==> config.mk <==
export PLATFORM = sky130hd
export DESIGN_NAME = nav_spi_arbiter
export DESIGN_NICKNAME = d
export VERILOG_FILES = /design/src/rtl/nav_spi_arbiter_pkg.sv /design/src/rtl/nav_spi_arbiter_rr_pick.sv /design/src/rtl/nav_spi_arbiter.sv
export SDC_FILE = /design/constraint.sdc
export NUM_CORES = 1
export LEC_CHECK = 0
export BUFFER_PORTS_ARGS = -buffer_cell sky130_fd_sc_hd__buf_2
export CAP_MARGIN = 25
export CORE_UTILIZATION = 50
export CTS_CLUSTER_DIAMETER = 200
export CTS_CLUSTER_SIZE = 20
export DETAILED_ROUTE_END_ITERATION = 8
export GPL_ROUTABILITY_DRIVEN = 0
export PLACE_DENSITY = 0.79
export SETUP_SLACK_MARGIN = 0.15
export SLEW_MARGIN = 10
export SYNTH_ARGS = -nofsm -noshare
export SYNTH_HDL_FRONTEND = slang
export SYNTH_SLANG_ARGS = --single-unit
==> constraint.sdc <==
create_clock -name clk -period 3.9 [get_ports clk]
set_clock_uncertainty 0.1 [all_clocks]
set_input_delay 0.195 -clock clk [delete_from_list [all_inputs] [get_ports clk]]
set_output_delay 0.195 -clock clk [all_outputs]
set_load 0.01 [all_outputs]
==> src/rtl/nav_spi_arbiter_pkg.sv <==
// rtl/nav_spi_arbiter_pkg.sv - shared FSM encoding, requester indices and timing defaults
package nav_spi_arbiter_pkg;

  typedef enum logic [2:0] {
    S_IDLE   = 3'd0,
    S_START  = 3'd1,
    S_XFER   = 3'd2,
    S_GAP    = 3'd3,
    S_FINISH = 3'd4
  } state_t;

  localparam int REQ_AG  = 0;
  localparam int REQ_MAG = 1;
  localparam int REQ_ALT = 2;

  localparam int DEFAULT_GAP_CYCLES = 50;
  localparam int DEFAULT_START_TO   = 255;

endpackage

==> src/rtl/nav_spi_arbiter_rr_pick.sv <==
// rtl/nav_spi_arbiter_rr_pick.sv - round-robin pick of the first request at or after ptr
module rr_pick #(
  parameter int NREQ = 3,
  parameter int PW   = (NREQ > 1) ? $clog2(NREQ) : 1
) (
  input  logic [NREQ-1:0] req,
  input  logic [PW-1:0]   ptr,
  output logic [NREQ-1:0] gnt,
  output logic [PW-1:0]   idx
);

  logic found;

  // Outer loop walks distance from ptr, so the nearest requester wins.
  always_comb begin
    gnt   = '0;
    idx   = '0;
    found = 1'b0;
    for (int k = 0; k < NREQ; k++) begin
      for (int i = 0; i < NREQ; i++) begin
        if (!found && req[i] && (((int'(ptr) + k) % NREQ) == i)) begin
          found  = 1'b1;
          gnt[i] = 1'b1;
          idx    = PW'(i);
        end
      end
    end
  end

endmodule

==> src/rtl/nav_spi_arbiter.sv <==
// rtl/nav_spi_arbiter.sv - round-robin arbiter sharing one SPI master between nav sensors
module nav_spi_arbiter
  import nav_spi_arbiter_pkg::*;
#(
  parameter int NREQ       = 3,
  parameter int GAP_CYCLES = DEFAULT_GAP_CYCLES,
  parameter int START_TO   = DEFAULT_START_TO
) (
  input  logic               clk,
  input  logic               rst_n,
  input  logic [NREQ-1:0]    req,
  input  logic [16*NREQ-1:0] req_tx,
  output logic [NREQ-1:0]    gnt,
  output logic [NREQ-1:0]    done,
  output logic [NREQ-1:0]    err,
  output logic [15:0]        rx_data,
  output logic               spi_start,
  output logic [15:0]        spi_tx,
  input  logic [15:0]        spi_rx,
  input  logic               spi_busy,
  input  logic               spi_cs,
  output logic [NREQ-1:0]    cs_n
);

  localparam int PW = (NREQ > 1) ? $clog2(NREQ) : 1;

  state_t          state, state_d;
  logic [NREQ-1:0] gnt_d, err_d, pick_gnt;
  logic [PW-1:0]   rr_ptr, ptr_d, idx_q, idx_d, pick_idx;
  logic [15:0]     cnt, cnt_d, tx_d, rx_d, tx_sel;

  rr_pick #(.NREQ(NREQ), .PW(PW)) u_rr_pick (
    .req (req),
    .ptr (rr_ptr),
    .gnt (pick_gnt),
    .idx (pick_idx)
  );

  always_comb begin
    tx_sel = '0;
    for (int i = 0; i < NREQ; i++) begin
      if (pick_gnt[i]) tx_sel = req_tx[16*i +: 16];
    end
  end

  always_ff @(posedge clk or negedge rst_n) begin
    if (!rst_n) begin
      state   <= S_IDLE;
      gnt     <= '0;
      err     <= '0;
      spi_tx  <= '0;
      rx_data <= '0;
      rr_ptr  <= '0;
      idx_q   <= '0;
      cnt     <= '0;
    end else begin
      state   <= state_d;
      gnt     <= gnt_d;
      err     <= err_d;
      spi_tx  <= tx_d;
      rx_data <= rx_d;
      rr_ptr  <= ptr_d;
      idx_q   <= idx_d;
      cnt     <= cnt_d;
    end
  end

  always_comb begin
    state_d = state;
    gnt_d   = gnt;
    err_d   = '0;
    tx_d    = spi_tx;
    rx_d    = rx_data;
    ptr_d   = rr_ptr;
    idx_d   = idx_q;
    cnt_d   = cnt;
    case (state)
      S_IDLE: begin
        if (|req) begin
          gnt_d   = pick_gnt;
          idx_d   = pick_idx;
          tx_d    = tx_sel;
          cnt_d   = '0;
          state_d = S_START;
        end
      end
      S_START: begin
        if (spi_busy) begin
          state_d = S_XFER;
        end else if (cnt == 16'(START_TO - 1)) begin
          // Pointer is left alone so the failed requester is retried first.
          err_d   = gnt;
          gnt_d   = '0;
          state_d = S_IDLE;
        end else begin
          cnt_d = cnt + 16'd1;
        end
      end
      S_XFER: begin
        if (!spi_busy) begin
          rx_d    = spi_rx;
          cnt_d   = '0;
          state_d = S_GAP;
        end
      end
      S_GAP: begin
        if (cnt == 16'(GAP_CYCLES - 1)) state_d = S_FINISH;
        else                            cnt_d   = cnt + 16'd1;
      end
      S_FINISH: begin
        gnt_d   = '0;
        ptr_d   = (idx_q == PW'(NREQ - 1)) ? '0 : idx_q + PW'(1);
        state_d = S_IDLE;
      end
      default: state_d = S_IDLE;
    endcase
  end

  // Decoded from state so an asynchronous reset drops them immediately.
  assign spi_start = (state == S_START);
  assign done      = (state == S_FINISH) ? gnt : '0;

  always_comb begin
    cs_n = '1;
    for (int i = 0; i < NREQ; i++) begin
      if (gnt[i]) cs_n[i] = spi_cs;
    end
  end

endmodule

==> flow_metrics.py, run 1 <==
metrics = {
    "pwr": {
        "p_total_uw": 2191,
        "cellPowerDensity_nw_per_um2": 519.6,
        "p_int_uw": 1416,
        "p_leak_uw": 0.001926,
        "comb_power_share": 0.312,
        "power_frac_clock": 0.259,
        "switching_share": 0.3535,
        "vdd_ir_drop_max_v": 0.0004183,
        "seq_power_share": 0.429,
        "power.net_switching_uw": 774.5,
    },
    "logic_synthesis": {
        "ys_top_cells_by_area": "dfrtp_1 (47%), mux2_2 (5.5%), o2bb2ai_1 (4.3%)",
        "syn_nets": 398,
        "avgSynthCellArea_sq_um": 10.14,
        "synth_ff_type": "dfrtp_1",
        "synth_seq_cells": 61,
        "synth_area_sq_um": 3264,
        "async_flop_share": 1.000,
        "yosysTopAreaCell": "dfrtp_1",
        "ys_seq_area_frac": 0.4676,
        "netlist_instances": 322,
        "synth_edf_count": 0,
        "yosysWarnings": 0,
        "synth_top_cell_area_share": 0.4676,
        "ys_types": 53,
    },
    "placement": {
        "dp_hpwl_um": 5600,
        "postPlaceCellArea_sq_um": 3846,
        "dp_slack_ps": 1394,
        "portBuffers": 115,
    },
    "setup_path": {
        "required_ps": 4070,
        "startpoint": "state[0]",
        "critPathCaptureType": "flop",
        "slowest_stage": "nor2b_1",
        "reg2reg_from": "state[0]",
        "start_kind": "flop",
        "path_cells": "nor2b_1 -> nand4_1 -> a21oi_4 -> or2_1 -> inv_8 -> a31oi_4",
        "r2r_slack_ps": 1360,
        "reg2reg_depth": 6,
        "slowest_delay_ps": 590,
        "endpoint": "cnt[14]",
        "critPathArrivalTime_ps": 2710,
        "worstSetupPathType": "flop to flop",
        "cp_max_fo": 9,
        "r2r_end": "cnt[14]",
    },
    "global_routing": {
        "antenna_found_initial": 0,
        "track_usage": 0.2516,
        "grt_max_degree": 32,
        "grt.overflow.total": 0,
        "grt_pass1_wl_um": 13920,
        "grt_pass1_vias": 2895,
    },
    "min_path": {
        "hp-class": "input pin to flop",
    },
    "cts": {
        "cts_buffer_depth": 2,
        "root_buffer": "clkbuf_8",
        "path_clk_slew_ps": 70,
        "cts_inserted_buffers": 9,
        "postCtsSetupBuffers": 0,
        "cts.htree.levels": 3,
        "cts_tree": "built",
        "cts.sinks": 61,
        "cts_resized": 0,
        "insertion_delay_ps": 340,
    },
    "layout": {
        "area_delta_synth_final_pct": 29.17,
        "fillCellCount": 494,
        "final_cell_mix": "buf_2 (115), dfrtp_1 (61), nor2_1 (35)",
        "final_common_cell": "buf_2",
        "stdcell_area_sq_um": 4217,
        "drive_gt1_frac": 0.3753,
        "nNetsFinal": 524,
        "diodes": 0,
    },
    "route": {
        "viasPerCell": 5.732,
        "ant_nets": 0,
        "drt-pass1-iter-count": 7,
        "drt_iter0_drc": 182,
        "vias": 3038,
        "drc": 0,
        "avgRoutedWirePerCell_um": 15.76,
        "wl_um": 8352,
    },
    "floorplanning": {
        "num_io_pins": 116,
        "die_h_um": 82.80,
        "core_sq_um": 6314,
        "die_x_um": 82.80,
        "initial_utilization": 0.5170,
        "dieArea_sq_um": 6856,
        "rows": 29,
    },
    "sta": {
        "finalCritPeriodShare": 0.6513,
        "hold_violations": 0,
        "worst_slew_pin_slew_ps": 849.0,
        "max_freq_mhz": 393.7,
        "setup_ws_ps": 1360,
        "fin_crit_ps": 2540,
        "hold_ws_ps": 53.34,
        "setup_tns_ps": 0,
        "rsz0062_at_grt": "false",
        "setup_violations": 0,
        "slew_headroom": 0.4307,
        "slew_viol_final": 0,
    },
    "job": {
        "cap_violations": 0,
    },
    "outcome": {
        "status": "finished clean",
    },
}
==> metal layers <==
metal,track usage,wire (um),vias up
met5,0,0,-
met3,0.06362,497,18
met4,0.09875,159,0
met2,0.4031,4128,113
met1,0.3283,3566,1470
li1,-,-,1437
==> Yosys cell counts (2+ instances only) <==
cell / n
dfrtp_1: 61
nor2_1: 35
nand2_1: 25
a21oi_1: 22
a22oi_1: 16
mux2_2: 16
o2bb2ai_1: 16
o21ai_0: 11
inv_1: 10
nor3_1: 9
buf_2: 8
o31ai_1: 8
nand2b_1: 7
clkbuf_1: 6
nor4_1: 6
ha_1: 5
o22a_2: 5
a31oi_4: 4
buf_6: 4
nand3_1: 4
nand4_1: 4
a22o_1: 3
a211oi_1: 2
a21boi_2: 2
a31oi_1: 2
and3_1: 2
o21a_1: 2
o41ai_1: 2
==> flip-flops by register name, indices dropped and copies added, names as in the netlist <==
signal,cells
spi_tx,16
rx_data,16
gnt,3
err,3
cnt,16
state,3
idx_q,2
rr_ptr,2
==> power by group through the flow <==
stage	combinational, uW	clock (uW)	sequential (uW)
after floorplan	399	0	963
after global placement	650	0	934
after detailed placement	664	0	943
after CTS	679	570	931
after global routing	750	600	959
final	684	568	939
==> final cells by class <==
class,count,area (sq um),share of cell area
multi-input combinational,230,1577,0.3739
sequential,61,1526,0.3620
timing repair buffer,135,768.2,0.1822
clock buffer,9,123.9,0.02938
tap,77,96.34,0.02285
clock inverter,7,76.32,0.01810
inverter,11,48.80,0.01157
==> worst min path at each step <==
stage	from	to	slack, ps	cells past startpoint
after detailed placement	rst_n	spi_tx[0]	170	1
after CTS	req_tx[5]	spi_tx[5]	50	3
final	req_tx[5]	spi_tx[5]	50	3
after global routing	req_tx[5]	spi_tx[5]	70	3
after global placement	rst_n	spi_tx[0]	170	1
after floorplan	rst_n	cnt[0]	-200	0
==> critical path, delay by kind of cell (launching register included) <==
kind                   cells  cell delay (ps)
and+or+nand+nor            3             1300
DFF                        1              520
AOI/OAI and AO/OA          2              470
buffers and inverters      1               90
==> metrics by stage <==
step	utilization	instances
4_1_cts	0.6679	530
6_report	0.6679	530
2_1_floorplan	-	322
3_5_place_dp	0.6092	497
5_1_grt	0.6679	530
3_3_place_gp	0.6092	497
==> cell families (layout without fill, tap and decap cells) <==
logic type	Yosys count	after routing	synth area share
AND/OR/NAND/NOR	105	105	0.1572
multiplexers	17	17	0.05826
adder cells (fa/ha/maj)	5	5	0.01916
buffers and inverters	31	162	0.05136
flip-flops	61	61	0.4676
AO/OA/AOI/OAI	103	103	0.2465
==> repair_timing <==
action / 4_1_cts / 5_1_grt
hold endpoints to repair: 46 / 0
hold buffers: 17 / 0
endpoints found under the setup margin: 0 / 0
Power figures use the tool's default switching activity.
==> run 2: changes to the inputs <==
- ABC_AREA: default -> 1
- PLACE_DENSITY: 0.79 -> 0.78
- clock period: 3.9 -> 2.5 ns (I/O delays scaled with it)
==> run 2 against run 1 <==
Count of clock-buffer cells in the layout is the same. Global-route usage increased by 0.68 points. Die area is 8.1% higher. Worst setup slack lost 920 ps. Synthesized cell count grew 51%. Combinational power grew to 3.5 times the previous value. Via count is 17% higher. Hold slack got worse by 35 ps. Area after synthesis increased by 8.3%. Critical endpoint is now spi_tx[14]. Largest power group is now combinational cells.
==> flow_metrics.py, run 2 <==
metrics = {
    "route": {
        "avgRoutedWirePerCell_um": 12.25,
        "drc": 0,
        "drt_iter0_drc": 175,
        "vias": 3557,
        "ant_nets": 0,
        "drt-pass1-iter-count": 4,
        "wl_um": 9063,
        "viasPerCell": 4.807,
    },
    "setup_path": {
        "slowest_stage": "dfrtp_1",
        "startpoint": "rr_ptr[0]",
        "cp_num_cells": 14,
        "cp_num_buf_inv": 3,
        "cp_top_family": "simple AND/OR/NAND/NOR gates",
        "critical_path.most_common_cell": "nand2_1",
        "slowest_delay_ps": 360,
        "path_cells": "inv_1 -> ha_1 -> nand2_1 -> nand2_1 -> inv_2 -> nand3b_1 -> nand2_1 -> inv_2 -> nand2_2 -> nand2_1 -> nand2_1 -> nand2_1 -> nand2_1 -> nand2_1",
        "endpoint": "spi_tx[14]",
        "critPathArrivalTime_ps": 2190,
        "r2r_end": "spi_tx[14]",
        "reg2reg_depth": 14,
        "start_kind": "flop",
        "r2r_slack_ps": 440,
        "cp_max_fo": 17,
        "required_ps": 2620,
        "worstSetupPathType": "flop to flop",
        "reg2reg_from": "rr_ptr[0]",
        "critPathCaptureType": "flop",
    },
    "logic_synthesis": {
        "yosysWarnings": 0,
        "avgSynthCellArea_sq_um": 7.261,
        "netlist_instances": 487,
        "async_flop_share": 1.000,
        "ys_top_cells_by_area": "dfrtp_1 (43%), nand2_1 (23%), mux2_2 (5.1%)",
        "syn_nets": 563,
        "synth_top_cell_area_share": 0.4317,
        "ys_types": 31,
        "ys_seq_area_frac": 0.4317,
        "synth.top_cells.by_count": "nand2_1 (217), dfrtp_1 (61), inv_1 (47)",
        "synth_area_sq_um": 3536,
        "synth_seq_cells": 61,
        "yosysMostFrequentCell": "nand2_1",
        "yosysTopAreaCell": "dfrtp_1",
        "synth_edf_count": 0,
        "synth_ff_type": "dfrtp_1",
    },
    "sta": {
        "finalCritPeriodShare": 0.8258,
        "setup_violations": 0,
        "max_freq_mhz": 484.4,
        "setup_tns_ps": 0,
        "slew_viol_final": 0,
        "hold_violations": 0,
        "rsz0062_at_grt": "false",
        "worst_slew_pin_slew_ps": 796.6,
        "setup_ws_ps": 435.5,
        "slew_headroom": 0.4674,
        "fin_crit_ps": 2065,
    },
    "pwr": {
        "p_total_uw": 4783,
        "vdd_ir_drop_max_v": 0.0004911,
        "comb_power_share": 0.493,
        "cellPowerDensity_nw_per_um2": 1011,
        "switching_share": 0.4422,
        "power_frac_clock": 0.183,
        "power.net_switching_uw": 2115,
        "seq_power_share": 0.324,
        "p_leak_uw": 0.002635,
        "p_int_uw": 2668,
    },
    "floorplanning": {
        "initial_utilization": 0.5204,
        "rows": 30,
        "dieArea_sq_um": 7412,
        "core_sq_um": 6794,
        "die_h_um": 86.10,
        "die_x_um": 86.10,
        "num_io_pins": 116,
    },
    "cts": {
        "cts_inserted_buffers": 9,
        "cts_buffer_depth": 2,
        "cts_tree": "built",
        "root_buffer": "clkbuf_8",
        "path_clk_slew_ps": 70,
        "postCtsSetupBuffers": 0,
        "insertion_delay_ps": 340,
        "cts.htree.levels": 3,
        "cts.sinks": 61,
    },
    "layout": {
        "stdcell_area_sq_um": 4732,
        "final_cell_mix": "nand2_1 (217), buf_2 (115), dfrtp_1 (61)",
        "area_delta_synth_final_pct": 33.83,
        "nNetsFinal": 715,
        "diodes": 0,
        "final_common_cell": "nand2_1",
        "drive_gt1_frac": 0.2671,
        "fillCellCount": 556,
        "reg_top3": "cnt (16), rx_data (16), spi_tx (16)",
    },
    "global_routing": {
        "antenna_found_initial": 0,
        "grt_pass1_wl_um": 15060,
        "grt_max_degree": 62,
        "grt.overflow.total": 0,
        "track_usage": 0.2585,
        "grt_pass1_vias": 3423,
    },
    "placement": {
        "dp_slack_ps": 477.2,
        "postPlaceCellArea_sq_um": 4202,
        "dp_hpwl_um": 6242,
        "portBuffers": 115,
    },
    "outcome": {
        "status": "finished clean",
    },
    "job": {
        "cap_violations": 0,
    },
    "min_path": {
        "hp-class": "input pin to flop",
    },
}
==> run 2: cell count changes in the layout (fill, tap and decap cells not counted), moves of 9 or more <==
| cell | change |
|---|---|
| xor2_1 | +9 |
| nand3_1 | +19 |
| o21ai_1 | +9 |
| nand2_1 | +192 |
| a21oi_1 | -19 |
| dlygate4sd3_1 | +16 |
| a22oi_1 | -16 |
| inv_1 | +37 |
| o2bb2ai_1 | -16 |
==> run 2: power by group through the flow <==
stage	logic, uW	clock network, uW	registers (uW)
final	2360	877	1550
after detailed placement	2310	0	1550
after CTS	2350	906	1540
after floorplan	1570	0	1650
after global placement	2250	0	1540
after global routing	2670	940	1590
==> run 2: stage by stage <==
stage / cells / util / hold WS (ps)
4_1_cts: 740 / 0.6965 / 4.940
2_1_floorplan: 487 / - / -270.6
3_3_place_gp: 691 / 0.6184 / 59.32
3_5_place_dp: 691 / 0.6184 / 60.85
6_report: 740 / 0.6965 / 17.88
5_1_grt: 740 / 0.6965 / 35.39
==> run 2: worst min path at each step <==
stage / startpoint / end / slack, ps / cells past startpoint
after floorplan: rst_n / cnt[0] / -270 / 0
after global placement: rst_n / cnt[2] / 60 / 2
after detailed placement: rst_n / cnt[2] / 60 / 2
after CTS: spi_busy / err[2] / 5 / 4
after global routing: spi_busy / err[2] / 40 / 4
final: spi_busy / err[2] / 20 / 4
==> run 2: cell type report <==
type	count	area, sq um	share of cell area
multi-input combinational	360	1730	0.3657
sequential	61	1526	0.3226
timing repair buffer	152	948.4	0.2004
inverter	55	206.4	0.04363
clock buffer	9	123.9	0.02618
tap	96	120.1	0.02538
clock inverter	7	76.32	0.01613
==> run 2: worst register-to-register path: stages (launching register included) <==
cell and delay [ps]:
dfrtp_1 360, inv_1 60, ha_1 320, nand2_1 100
nand2_1 90, inv_2 80, nand3b_1 70, nand2_1 130
inv_2 50, nand2_2 230, nand2_1 100, nand2_1 100
nand2_1 50, nand2_1 50, nand2_1 50
==> run 2: logic make-up after synthesis <==
family	Yosys count	share of synthesized area
mux	16	0.05095
compound gates	20	0.03078
flops	61	0.4317
simple gates	308	0.3627
buf+inv	66	0.07891
fa+ha+maj	5	0.01769
xor+xnor	11	0.02725
==> run 2: timing repair <==
| item | 4_1_cts | 5_1_grt |
|---|---|---|
| hold buffers | 33 | 0 |
| setup endpoints to repair | 0 | 0 |
| resized for setup | 0 | 0 |
| endpoints found under the hold margin | 93 | 0 |
==> run 2: routing by layer <==
layer	GRT usage	wire length, um	vias to the layer above
met4	0.09394	174	0
met3	0.06064	585	14
met1	0.3131	3851	1607
li1	-	-	1809
met5	0	0	-
met2	0.4481	4452	127
==> run 3: changes to the inputs <==
- CORE_UTILIZATION: 50 -> 46
- PLACE_DENSITY: 0.78 -> 0.76
- clock period: 2.5 -> 1.65 ns (I/O delays scaled with it)
==> run 3 against run 2 <==
The flow now finishes with violations (setup timing). Global-route usage grew 1.3 points. Sequential power grew 55%. Routed wire length grew 26%. Clock power grew 46%. Register-to-register slack lost 710 ps. Largest cell class unchanged.
==> flow_metrics.py, run 3 (synthesis gave the netlist of run 2 again) <==
metrics = {
    "outcome": {
        "status": "finished with violations",
        "violations": "setup timing",
    },
    "global_routing": {
        "track_usage": 0.2712,
        "grt_pass1_wl_um": 16640,
        "grt_pass1_vias": 3839,
        "antenna_found_initial": 0,
        "grt_max_degree": 41,
        "grt.overflow.total": 0,
    },
    "setup_path": {
        "required_ps": 1830,
        "start_kind": "flop",
        "critPathCaptureType": "flop",
        "slowest_delay_ps": 420,
        "cp_num_buf_inv": 2,
        "critical_path.most_common_cell": "nand2_1",
        "critPathArrivalTime_ps": 2100,
        "r2r_slack_ps": -280,
        "path_cells": "inv_2 -> ha_4 -> nand2_4 -> nand2_4 -> nor2_4 -> nand3_2 -> nand2_4 -> buf_8 -> nand2_1 -> nand2_1 -> nand2_1 -> nand2_1 -> nand2_1 -> nand2_1",
        "cp_max_fo": 8,
        "cp_top_family": "simple AND/OR/NAND/NOR gates",
        "slowest_stage": "dfrtp_1",
        "worstSetupPathType": "flop to flop",
    },
    "placement": {
        "dp.cells": 723,
        "dp_slack_ps": -233.7,
        "dp_hpwl_um": 6803,
        "portBuffers": 115,
    },
    "cts": {
        "path_clk_slew_ps": 80,
        "insertion_delay_ps": 340,
        "cts_buffer_depth": 2,
        "cts_inserted_buffers": 9,
        "root_buffer": "clkbuf_8",
        "cts_tree": "built",
        "cts.htree.levels": 3,
        "cts.sinks": 61,
    },
    "sta": {
        "hold_violations": 0,
        "setup_tns_ps": -6026,
        "rsz0062_at_grt": "true",
        "slew_headroom": 0.6652,
        "slew_viol_final": 0,
        "setup_ws_ps": -276.3,
        "worst_slew_pin_slew_ps": 502.1,
        "finalCritPeriodShare": 1.167,
        "fin_crit_ps": 1926,
        "max_freq_mhz": 519.1,
        "setup_violations": 37,
    },
    "floorplanning": {
        "num_io_pins": 116,
        "dieArea_sq_um": 8042,
        "core_sq_um": 7331,
        "die_x_um": 89.68,
        "die_h_um": 89.68,
        "initial_utilization": 0.4823,
        "rows": 31,
    },
    "route": {
        "avgRoutedWirePerCell_um": 14.40,
        "wl_um": 11430,
        "drt-pass1-iter-count": 4,
        "viasPerCell": 4.987,
        "drt_iter0_drc": 204,
        "ant_nets": 0,
        "drc": 0,
        "vias": 3960,
    },
    "layout": {
        "ff_latch_area_sq_um": 1533,
        "final_cells": 794,
        "diodes": 0,
        "multi_input_area_sq_um": 2152,
        "drive_gt1_frac": 0.4403,
        "reg_top3": "cnt (16), rx_data (16), spi_tx (16)",
        "fillCellCount": 466,
        "final_common_cell": "nand2_1",
        "area_delta_synth_final_pct": 59.55,
        "final_cell_mix": "nand2_1 (182), buf_2 (114), dfrtp_1 (56)",
        "nNetsFinal": 767,
    },
    "pwr": {
        "vdd_ir_drop_max_v": 0.0009206,
        "cellPowerDensity_nw_per_um2": 1627,
        "p_leak_uw": 0.003050,
    },
    "min_path": {
        "hp-class": "input pin to flop",
    },
    "job": {
        "cap_violations": 0,
    },
}
==> run 3: per-stage QoR <==
stage	cell area, sq um	hold slack, ps	utilization	power, uW
4_1_cts	5390	2.680	0.7353	8487
5_1_grt	5642	41.87	0.7696	9785
6_report	5642	5.352	0.7696	9178
3_5_place_dp	4541	-19.81	0.6194	6388
3_3_place_gp	4541	-26.40	0.6194	6248
2_1_floorplan	3664	-313.1	-	5117
==> run 3: path summary, 6_finish.rpt <==
check,startpoint,end,depth (start not counted)
min in group asynchronous,rst_n,cnt[11],2
setup / recovery,rr_ptr[0],spi_tx[7],14
setup reg to reg,rr_ptr[0],spi_tx[7],14
max in group asynchronous,rst_n,state[2],3
hold / removal,req_tx[28],spi_tx[12],7
hold reg to reg,spi_tx[14],spi_tx[14],2
==> run 3: power breakdown <==
group | total [uW] | switching, uW | leakage [uW] | internal [uW]
combinational | 5490 | 3140 | 0.00218 | 2350
sequential | 2410 | 395 | 0.000782 | 2010
clock | 1280 | 603 | 0.0000919 | 681
==> run 3: routing by layer <==
metal	GRT usage	up-vias	routed length, um
li1	-	1920	-
met1	0.3084	1820	4509
met2	0.4876	181	5944
met3	0.06490	39	618
met4	0.1111	0	362
met5	0	-	0
==> run 3: worst register-to-register path, stage by stage, from the launching register on <==
cell	delay, ps
dfrtp_1	420
inv_2	80
ha_4	260
nand2_4	90
nand2_4	70
nor2_4	160
nand3_2	110
nand2_4	100
buf_8	140
nand2_1	60
nand2_1	50
nand2_1	50
nand2_1	70
nand2_1	60
nand2_1	50
==> run 3: repair_timing <==
action | in CTS | in global routing
hold buffers | 34 | 0
setup buffers | 15 | 4
pin swaps | 31 | 22
gates cloned | 3 | 0
hold endpoints to repair | 56 | 0
setup endpoints to repair | 44 | 61
resized for setup | 51 | 66
==> run 3: area by class of cell <==
cell class,count,area share
Clock buffer,10,0.02262
Sequential cell,61,0.2717
Timing Repair Buffer,202,0.2526
Tap cell,99,0.02196
Timing Repair inverter,1,0.001552
Multi-Input combinational cell,361,0.3815
Clock inverter,5,0.009315
Inverter,55,0.03881
